===== src/rtl/sel_mux_pkg.sv =====
// Shared definitions for the registered operand selector: stage state
// encodings and the lane-index range check used by the selector.
package sel_mux_pkg;

  typedef enum logic [1:0] {
    ST_EMPTY = 2'd0,
    ST_ONE   = 2'd1,
    ST_FULL  = 2'd2
  } state_e;

  function automatic logic lane_in_range(input int unsigned sel, input int unsigned num_in);
    return (sel < num_in);
  endfunction

endpackage


===== src/rtl/sel_mux_comb.sv =====
// Purely combinational NUM_IN:1 lane selector. An out-of-range select
// returns lane 0 and raises err so the caller can flag the beat.
module sel_mux_comb
  import sel_mux_pkg::*;
#(
  parameter int WIDTH  = 32,
  parameter int NUM_IN = 4,
  localparam int SEL_W = $clog2(NUM_IN)
) (
  input  logic [NUM_IN*WIDTH-1:0] in_data,
  input  logic [SEL_W-1:0]        in_sel,
  output logic [WIDTH-1:0]        out_data,
  output logic                    out_err
);

  always_comb begin
    out_data = in_data[0 +: WIDTH];
    out_err  = !lane_in_range(32'(in_sel), NUM_IN);
    for (int k = 1; k < NUM_IN; k++) begin
      if (32'(in_sel) == k) out_data = in_data[k*WIDTH +: WIDTH];
    end
  end

endmodule


===== src/rtl/sel_mux_pipe.sv =====
// Registered operand selector with valid/ready handshake and a 2-entry skid
// buffer so in_ready never depends combinationally on out_ready.
module sel_mux_pipe
  import sel_mux_pkg::*;
#(
  parameter int WIDTH  = 32,
  parameter int NUM_IN = 4,
  localparam int SEL_W = $clog2(NUM_IN)
) (
  input  logic                    clk,
  input  logic                    rst,
  input  logic                    flush,
  input  logic [NUM_IN*WIDTH-1:0] in_data,
  input  logic [SEL_W-1:0]        in_sel,
  input  logic                    in_valid,
  output logic                    in_ready,
  output logic [WIDTH-1:0]        out_data,
  output logic                    out_err,
  output logic                    out_valid,
  input  logic                    out_ready,
  output logic [1:0]              dbg_state
);

  // Handshake: a beat moves when valid & ready are both high on a rising
  // edge; valid is never withdrawn by this stage until the beat transfers
  // (except by rst/flush), and held data stays stable while stalled.

  state_e            r_state, w_state_next;
  logic [WIDTH-1:0]  r_main_data, r_skid_data, w_sel_data;
  logic              r_main_err, r_skid_err, w_sel_err;
  logic              w_accept, w_transfer;
  logic              w_load_main_in, w_load_main_skid, w_load_skid;

  sel_mux_comb #(.WIDTH(WIDTH), .NUM_IN(NUM_IN)) u_sel (
    .in_data  (in_data),
    .in_sel   (in_sel),
    .out_data (w_sel_data),
    .out_err  (w_sel_err)
  );

  // Entry valid bits are the state itself: main valid unless EMPTY, skid valid only in FULL.
  assign in_ready   = (r_state != ST_FULL);
  assign out_valid  = (r_state != ST_EMPTY);
  assign out_data   = r_main_data;
  assign out_err    = r_main_err;
  assign dbg_state  = r_state;
  assign w_accept   = in_valid & in_ready;
  assign w_transfer = out_valid & out_ready;

  always_comb begin
    w_state_next     = r_state;
    w_load_main_in   = 1'b0;
    w_load_main_skid = 1'b0;
    w_load_skid      = 1'b0;
    case (r_state)
      ST_EMPTY: begin
        if (w_accept) begin
          w_state_next   = ST_ONE;
          w_load_main_in = 1'b1;
        end
      end
      ST_ONE: begin
        if (w_accept && w_transfer) begin
          w_load_main_in = 1'b1;
        end else if (w_accept) begin
          w_state_next = ST_FULL;
          w_load_skid  = 1'b1;
        end else if (w_transfer) begin
          w_state_next = ST_EMPTY;
        end
      end
      ST_FULL: begin
        if (w_transfer) begin
          w_state_next     = ST_ONE;
          w_load_main_skid = 1'b1;
        end
      end
      default: w_state_next = ST_EMPTY;
    endcase
    // Flush drops every held beat but leaves the output data visible (invalid).
    if (flush) begin
      w_state_next     = ST_EMPTY;
      w_load_main_in   = 1'b0;
      w_load_main_skid = 1'b0;
      w_load_skid      = 1'b0;
    end
  end

  always_ff @(posedge clk) begin
    if (rst) begin
      r_state     <= ST_EMPTY;
      r_main_data <= '0;
      r_main_err  <= 1'b0;
      r_skid_data <= '0;
      r_skid_err  <= 1'b0;
    end else begin
      r_state <= w_state_next;
      if (w_load_main_in) begin
        r_main_data <= w_sel_data;
        r_main_err  <= w_sel_err;
      end else if (w_load_main_skid) begin
        r_main_data <= r_skid_data;
        r_main_err  <= r_skid_err;
      end
      if (w_load_skid) begin
        r_skid_data <= w_sel_data;
        r_skid_err  <= w_sel_err;
      end
    end
  end

endmodule


===== config.mk =====
export PLATFORM = sky130hd
export DESIGN_NAME = sel_mux_pipe
export DESIGN_NICKNAME = d
export VERILOG_FILES = /design/src/rtl/sel_mux_pkg.sv /design/src/rtl/sel_mux_comb.sv /design/src/rtl/sel_mux_pipe.sv
export SDC_FILE = /design/constraint.sdc
export NUM_CORES = 1
export LEC_CHECK = 0
export BUFFER_PORTS_ARGS = -buffer_cell sky130_fd_sc_hd__clkbuf_2
export CELL_PAD_IN_SITES_DETAIL_PLACEMENT = 1
export CELL_PAD_IN_SITES_GLOBAL_PLACEMENT = 2
export CORE_UTILIZATION = 24
export DETAILED_ROUTE_END_ITERATION = 8
export PLACE_DENSITY = 0.82
export SLEW_MARGIN = 20
export SYNTH_ARGS = -nofsm -noshare
export SYNTH_HDL_FRONTEND = slang
export SYNTH_SLANG_ARGS = --single-unit

===== constraint.sdc =====
create_clock -name clk -period 1.78 [get_ports clk]
set_input_delay 0.534 -clock clk [delete_from_list [all_inputs] [get_ports clk]]
set_output_delay 0.534 -clock clk [all_outputs]
set_load 0.01 [all_outputs]

==> summary.md, run 1 <==
| Metric | Value |
|---|---|
| CTS Root Cell | `clkbuf_16` |
| HPWL after detailed placement | `8490 um` |
| Area of the die | `between 15,000 and 20,000 um2` |
| Setup CP Type | `reg -> out` |
| # resized after CTS | `0` |
| Worst-path clk slew | `60 ps` |
| WP buf/inv | `1` |
| Largest net degree at the start of global routing | `between 60 and 70` |
| Critical path arrival | `1180 ps` |
| CP Launch Type | `flip-flop` |
| WP data required | `1250 ps` |
| Setup violations, final | `0` |
| Worst min path class | `reg -> reg` |
| Met1 global-route usage | `0.163` |
| RSZ-0062 raised after global routing | `no` |
| Post-DP Area | `between 4000 and 5000 um2` |
| Post-synth top flop | `dfxtp_1` |
| Post-CTS setup buffers | `0` |
| Via count | `3,523` |
| Drt wl/cell | `15.2 um` |
| Vias in the first global route | `3,720` |
| Final layout net count | `668` |
| Post-synth EDFFs | `0` |
| Busiest layer in global routing | `met2` |
| VDD IR max | `0.410 mV` |
| Clock Path Buffers | `2` |
| Fin area | `just over 5000 um2` |
| CP Cell Sequence | `or2_2 -> clkbuf_2` |
| Netlist area before placement | `3590 um2` |
| Worst-skew pair later-pin latency | `330 ps` |
| Max cap viols | `0` |
| Core ar. | `14,600 um2` |
| Setup WS pre-CTS | `-121 ps` |
| Routing usage on met2 | `0.268` |
| Total CTS buffers | `9` |
| Fmax | `around 580 MHz` |
| Status | `finished, final reports clean` |
| Vias per std cell | `4.88` |
| Reg2Reg Setup Slack | `180 ps` |
| IO Pins | `172` |
| Die H | `124 um` |
| Slowest CP cell | `dfxtp_1` |
| Critical path capture point type | `output port` |
| DR DRC count | `0` |
| DRT iter0 DRCs | `115` |
| Met3 global-route usage | `0.0335` |
| Final worst-path setup slack | `between 60 and 70 ps` |
| Starting Density | `0.246` |
| DR pass1 iterations | `4` |
| Power Dens Cells | `830 nW/um2` |
| Post-synthesis net count | `a little over 500` |
| CTS tree | `yes` |
| Post-DRT Antenna Nets | `0` |
| Chip Width | `roughly 120 um` |
| Hold WS | `455 ps` |
| Seq/Total Area, Yosys | `0.368` |
| Post-synthesis instance total | `368` |
| Final Cycle Share | `0.963` |
| Asr flop ratio synth | `0` |
| CP Max Fanout | `8` |
| Final wirelength | `11,000 um` |
| CTS Hold Bufs | `0` |
| IO Port Bufs | `170` |
| Hold Vio Cnt, Final | `0` |
| Post-Syn Area per Cell | `9.76 um2` |
| Unique masters post-synth | `30` |
| N_diodes | `0` |
| Final number of max-transition violations | `0` |
| First-pass GRT wire length | `18,200 um` |
| Synthesis-to-layout area growth | `41.3%` |
| Leak pwr | `2.03 nW` |
| Syn. warnings | `0` |
| CTS Sinks | `66` |
| Seq cells post-synth | `66` |
| Layout cells sized above 1 | `0.481` |
| GP Congestion | `0.722` |
| Initial antenna violation count | `0` |
| CP peak stage delay | `400 ps` |
| Gr ovfl total | `0` |
| Max Clock Skew | `6.24 ps` |
| Tmin final | `1710 ps` |
| Critical path's top delay family | `flip-flops` |
| Total track usage | `0.145` |
| Fill cells | `roughly 1,700` |
| Row Count | `44` |
| Htree depth | `3` |
registers in the layout, summed over array words and instances, names as in the netlist:
name	flops
dbg_state	2
out_data	32
r_skid_data	32
final timing paths:
check,cells past startpoint,to,startpoint
worst max-delay path,2,out_valid,dbg_state[1]
worst min-delay path,2,r_skid_data[15],r_skid_data[15]
worst min register to register,2,r_skid_data[15],r_skid_data[15]
worst max register to register,5,out_data[6],dbg_state[1]
synthesized netlist by cell type (2+ instances only):
cell type,count,area (um2)
nor2_1,13,48.8
clkbuf_1,15,56.3
mux2i_1,13,130
buf_6,2,22.5
buf_4,3,22.5
nand2_1,66,248
nand2b_1,2,12.5
dfxtp_1,66,1320
a21oi_1,34,170
inv_1,19,71.3
mux4_2,32,721
a211oi_1,32,240
nand3_1,19,95.1
buf_2,15,75.1
buf_1,4,15.0
nor2b_1,2,12.5
a221oi_1,9,78.8
a221oi_2,10,150
layer usage:
layer / vias up / share of wire
met2: 119 / 0.53
met1: 1706 / 0.40
met4: 0 / 0.013
met5: - / 0
li1: 1688 / -
met3: 10 / 0.054
report_power, final:
group | switching [W] | internal, W | total (W)
Sequential | 0.0000331 | 0.00154 | 0.00157
Combinational | 0.000342 | 0.000374 | 0.000715
Clock | 0.000688 | 0.00124 | 0.00193
cell families (layout without fill, tap and decap cells):
group                  count (synthesis)  count (layout)  synth area share
buffers and inverters                 58             228            0.0731
muxes                                 45              45             0.237
AOI/OAI and AO/OA                     88              88             0.185
DFF                                   66              66             0.368
and+or+nand+nor                      110             110             0.136
other                                  1               1           0.00104
area by class of cell:
class / instances / area, um2 / area share
tap: 184 / 230 / 0.0454
clock inverter: 7 / 101 / 0.0200
inverter: 19 / 71.3 / 0.0140
multi-input combinational: 244 / 2030 / 0.400
timing repair buffer: 193 / 1100 / 0.216
sequential: 66 / 1320 / 0.260
clock buffer: 9 / 225 / 0.0444
layout by cell type, fill, tap and decap left out, drive strengths merged:
master,instances
clkbuf,179
nand2,67
dfxtp,66
a21oi,34
mux4,32
a211oi,32
buf,23
inv,21
nand3,19
a221oi,19
mux2i,13
nor2,13
nand2b,3
nor3b,2
bufinv,2
clkinvlp,2
or2,2
nor2b,2
o21a,1
o22a,1
nor3,1
and3b,1
a2111oi,1
conb,1
clkinv,1
worst register-to-register path: stages, from the launching register on:
cell,delay (ps)
dfxtp_1,510
and3b_1,230
a21oi_2,40
or2_1,250
buf_12,170
a221oi_1,300
stage by stage:
stage	cells	TNS [ps]	total power (W)	util
after floorplan	368	0	0.00200	-
after global placement	706	-340	0.00231	0.326
after detailed placement	706	-2620	0.00233	0.326
after CTS	722	0	0.00427	0.348
after global routing	722	0	0.00440	0.348
final	722	0	0.00421	0.348
(Power assumes the default switching activity.)
==> run 2: changes to the inputs <==
Settings changed: CORE_UTILIZATION 24 to 25, CTS_BUF_LIST set to sky130_fd_sc_hd__clkbuf_2, MAX_ROUTING_LAYER set to met4, PLACE_DENSITY 0.82 to 0.84.
==> summary.md, run 2 (same netlist as run 1, synthesis figures left out) <==
| Metric | Value |
|---|---|
| Commonest non-fill, non-tap cell in the layout | `clkbuf_2` |
| Max cap viols | `0` |
| Leak pwr | `2.02 nW` |
| Htree depth | `3` |
| Commonest non-fill, non-tap cells in the layout | `clkbuf_2 (176), nand2_1 (66), dfxtp_1 (64), a21oi_1 (33)` |
| WP data required | `1250 ps` |
| HPWL after detailed placement | `9260 um` |
| CP Max Fanout | `3` |
| DR DRC count | `0` |
| CP Launch Type | `flip-flop` |
| CTS Sinks | `between 60 and 70` |
| Area of the die | `14,900 um2` |
| Power Dens Cells | `701 nW/um2` |
| Final Cycle Share | `1.01` |
| Initial antenna violation count | `1` |
| Final worst-path setup slack | `-17.7 ps` |
| Hold Crit Depth | `3` |
| Via count | `about 3,600` |
| Drt wl/cell | `17.4 um` |
| Hold Startpoint | `out_ready` |
| Die H | `122 um` |
| Final wirelength | `approximately 13,000 um` |
| Vias per std cell | `~4.9` |
| Synthesis-to-layout area growth | `39.6%` |
| Hold EP | `dbg_state[1]` |
| Max Clock Skew | `32.8 ps` |
| Fmax | `556 MHz` |
| IO Port Bufs | `170` |
| Total CTS buffers | `9` |
| Final number of max-transition violations | `0` |
| Reg2reg path depth | `6` |
| Vias in the first global route | `3,886` |
| Total track usage | `0.182` |
| CTS Root Cell | `clkbuf_2` |
| CTS tree | `yes` |
| CTS Hold Bufs | `0` |
| Layout cells sized above 1 | `0.492` |
| GP Congestion | `approximately 0.73` |
| First-pass GRT wire length | `roughly 20,000 um` |
| Critical path arrival | `1260 ps` |
| Setup violations, final | `1` |
| Worst-skew pair later-pin latency | `510 ps` |
| Worst r2r src | `dbg_state[1]` |
| Hold Vio Cnt, Final | `0` |
| Starting Density | `0.258` |
| RSZ-0062 raised after global routing | `yes` |
| Core ar. | `13,900 um2` |
| R2r endpoint | `out_data[7]` |
| Chip Width | `122 um` |
| Post-DRT Antenna Nets | `0` |
| Largest net degree at the start of global routing | `67` |
| DRT iter0 DRCs | `122` |
| DR pass1 iterations | `4` |
| Failing checks | `setup timing` |
| Hold WS | `approximately 320 ps` |
| Worst-path clk slew | `220 ps` |
| Tmin final | `1800 ps` |
| Worst min path class | `in -> reg` |
| IO Pins | `around 170` |
| TNS Setup | `-17.7 ps` |
| VDD IR max | `0.390 mV` |
| Clock Path Buffers | `2` |
| Row Count | `43` |
| Status | `finished with violations` |
| Setup CP Type | `reg -> out` |
| Gr ovfl total | `0` |
| Reg2Reg Setup Slack | `90 ps` |
| Final layout net count | `677` |
| Critical path capture point type | `output port` |
==> run 2: area by class of cell <==
type	instances	area, um2
well taps	180	225
clock buffers	9	45.0
clock inverters	7	118
flip-flops and latches	66	1330
fillers	1666	8920
diodes	1	2.50
repair buffers	202	1190
multi-input cells	244	2040
inverters	19	71.3
==> run 2: through the flow <==
stage,instance area (um2),setup slack (ps),total power [W],util,std cells
after CTS,4960,-87.5,0.00357,0.356,723
after global routing,5010,-102,0.00371,0.360,728
after detailed placement,4750,-122,0.00235,0.341,703
after floorplan,3590,4.75,0.00200,-,368
final,5010,-17.7,0.00352,0.360,728
after global placement,4750,-57.6,0.00232,0.341,703
==> run 2: worst max-delay path by stage <==
stage | cells past startpoint | slack (ps) | endpoint | from
after floorplan | 6 | 5 | out_data[13] | flush
after global placement | 7 | -60 | r_skid_data[31] | in_valid
after detailed placement | 7 | -120 | r_skid_data[19] | in_valid
after CTS | 2 | -90 | out_valid | dbg_state[1]
after global routing | 2 | -100 | out_valid | dbg_state[1]
final | 2 | -20 | out_valid | dbg_state[1]
==> run 2: worst max-delay path, cell delays in order (launching register included) <==
cell	delay (ps)
dfxtp_4	390
or2_4	240
buf_6	120
==> run 2: routing by layer <==
layer / vias up / wire [um] / share of wire / GRT usage
met5: - / 0 / 0 / -
met1: 1729 / 5260 / 0.41 / 0.205
met2: 141 / 6420 / 0.51 / 0.321
li1: 1708 / - / - / -
met4: 0 / 154 / 0.012 / 0.0540
met3: 13 / 852 / 0.067 / 0.0389
==> run 2: timing repair <==
item,in CTS,in global routing
resized for setup,7,6
pin swaps,0,0
endpoints found under the setup margin,3,8
endpoints found under the hold margin,0,0
buffers inserted,4,4
==> run 2: report_power, final <==
part	switching [W]	internal, W
clock	0.000594	0.000602
combinational	0.000357	0.000387
sequential	0.0000397	0.00154
==> run 3: changes to the inputs <==
Settings changed: ABC_AREA set to 1, CORE_UTILIZATION 25 to 22.
==> summary.md, run 3 <==
| Metric | Value |
|---|---|
| Asr flop ratio synth | `0` |
| Post-synth top cells | `nand2_1 (183), nor2_1 (88), inv_1 (86), dfxtp_1 (66), o21ai_0 (56)` |
| Hold Vio Cnt, Final | `0` |
| Critical path arrival | `around 1300 ps` |
| Power Dens Cells | `613 nW/um2` |
| Gr ovfl total | `0` |
| Chip Width | `137 um` |
| Via count | `4,684` |
| Post-synthesis instance total | `roughly 670` |
| Commonest non-fill, non-tap cells in the layout | `nand2_1 (183), clkbuf_2 (177), nor2_1 (88), inv_1 (86), dfxtp_1 (64)` |
| Final layout net count | `977` |
| Final wirelength | `about 15,000 um` |
| Seq cells post-synth | `66` |
| Final number of max-transition violations | `0` |
| Status | `finished with violations` |
| Worst-skew pair later-pin latency | `roughly 540 ps` |
| Layout Cells excl Fill | `1,077` |
| Worst-path clk slew | `190 ps` |
| Critical path capture point type | `output port` |
| Post-synth EDFFs | `0` |
| HPWL after detailed placement | `11,800 um` |
| Commonest non-fill, non-tap cell in the layout | `nand2_1` |
| Max cap viols | `0` |
| Crit path capture | `dbg_state[1]` |
| Area of the die | `18,800 um2` |
| Starting Density | `0.224` |
| WP data required | `1250 ps` |
| CP Launch Type | `flip-flop` |
| CP startpoint | `dbg_state[1]` |
| Failing checks | `setup timing` |
| Most area-hungry cell type in the Yosys netlist | `dfxtp_1` |
| Synth top area share | `0.329` |
| Reg2reg path depth | `7` |
| Total track usage | `0.175` |
| Total placed cells including tap cells | `1,056` |
| Layout cells sized above 1 | `0.280` |
| Post-Syn Area per Cell | `6.01 um2` |
| Fmax | `about 540 MHz` |
| IO Port Bufs | `170` |
| CTS Hold Bufs | `0` |
| First-pass GRT wire length | `24,300 um` |
| Total CTS buffers | `9` |
| Netlist area before placement | `4010 um2` |
| CTS Root Cell | `clkbuf_2` |
| TNS Setup | `-145 ps` |
| CTS tree | `yes` |
| Post-DRT Antenna Nets | `0` |
| Reg2Reg Setup Slack | `300 ps` |
| Max Clock Skew | `8.78 ps` |
| Leak pwr | `2.96 nW` |
| Row Count | `49` |
| Setup violations, final | `3` |
| DR pass1 iterations | `4` |
| Drt wl/cell | `14.1 um` |
| Synthesis-to-layout area growth | `33.7%` |
| Hold WS | `133 ps` |
| Most common cell in the synthesized netlist | `nand2_1` |
| Vias in the first global route | `4,708` |
| Largest net degree at the start of global routing | `32` |
| Synth area leaders | `dfxtp_1 (33%), nand2_1 (17%), nor2_1 (8.2%)` |
| Tmin final | `1850 ps` |
| Worst min path class | `in -> reg` |
| GP Congestion | `0.796` |
| RSZ-0062 raised after global routing | `yes` |
| CP Max Fanout | `3` |
| Die H | `between 100 and 150 um` |
| Worst r2r src | `dbg_state[0]` |
| Syn. warnings | `0` |
| R2r endpoint | `out_data[20]` |
| Final Cycle Share | `1.04` |
| Seq/Total Area, Yosys | `0.329` |
| DR DRC count | `0` |
| VDD IR max | `0.259 mV` |
| Final worst-path setup slack | `-65.5 ps` |
| DRT iter0 DRCs | `221` |
| Vias per std cell | `4.35` |
| CTS Sinks | `66` |
| Initial antenna violation count | `1` |
| Setup CP Type | `reg -> out` |
| IO Pins | `~170` |
| Core ar. | `17,900 um2` |
| Post-synth top flop | `dfxtp_1` |
| Unique masters post-synth | `29` |
| Clock Path Buffers | `2` |
| Htree depth | `3` |
| Post-synthesis net count | `between 800 and 900` |
## run 3: worst min path at each step
stage / start / slack, ps / depth (start not counted) / to
floorplan: r_skid_data[11] / 510 / 4 / r_skid_data[11]
global placement: out_data[14] / 530 / 2 / out_data[14]
detailed placement: out_data[14] / 530 / 2 / out_data[14]
CTS: out_ready / 80 / 2 / dbg_state[1]
global route: out_ready / 90 / 2 / dbg_state[1]
finish: out_ready / 130 / 2 / dbg_state[1]
## run 3: cell families after synthesis
kind of cell,count (synthesis),synth area share
buf+inv,133,0.148
compound gates,133,0.177
flops,66,0.329
other cells,1,0.000935
simple gates,334,0.345
## run 3: worst max-delay path: stages (launching register included)
cell and delay, ps:
dfxtp_4 400, buf_4 130, buf_4 130, buf_6 110
## run 3: final cells by class
| type | count | area (um2) |
|---|---|---|
| fill | 2398 | 12500 |
| multi-input combinational | 468 | 2100 |
| sequential | 66 | 1330 |
| timing repair buffer | 205 | 1190 |
| inverter | 92 | 350 |
| tap | 229 | 287 |
| clock inverter | 7 | 60.1 |
| clock buffer | 9 | 45.0 |
| antenna | 1 | 2.50 |
## run 3: layer usage
| metal | GRT usage | share of wire | up-vias |
|---|---|---|---|
| met5 | - | 0 | - |
| met4 | 0.0574 | 0.016 | 0 |
| met3 | 0.0285 | 0.042 | 16 |
| met2 | 0.289 | 0.48 | 97 |
| met1 | 0.217 | 0.46 | 2135 |
| li1 | - | - | 2436 |
## run 3: power breakdown
part	internal (W)	leakage [nW]	switching, W	total [W]
Sequential	0.00154	0.539	0.0000326	0.00157
Combinational	0.000342	2.35	0.000465	0.000808
Clock	0.000307	0.0665	0.000600	0.000907
Total	0.00219	2.96	0.00110	0.00329
## run 3: what timing repair did
| item | 4_1_cts | 5_1_grt |
|---|---|---|
| resized for setup | 6 | 5 |
| setup buffers | 4 | 0 |
| setup endpoints to repair | 3 | 3 |
| pin swaps | 1 | 1 |
## run 3: through the flow
stage	power (W)	cell area (um2)	util	setup slack, ps
2_1_floorplan	0.00203	4010	-	374
4_1_cts	0.00334	5350	0.299	-112
3_3_place_gp	0.00241	5200	0.290	87.1
5_1_grt	0.00351	5370	0.300	-141
6_report	0.00329	5370	0.300	-65.5
3_5_place_dp	0.00242	5200	0.290	35.8
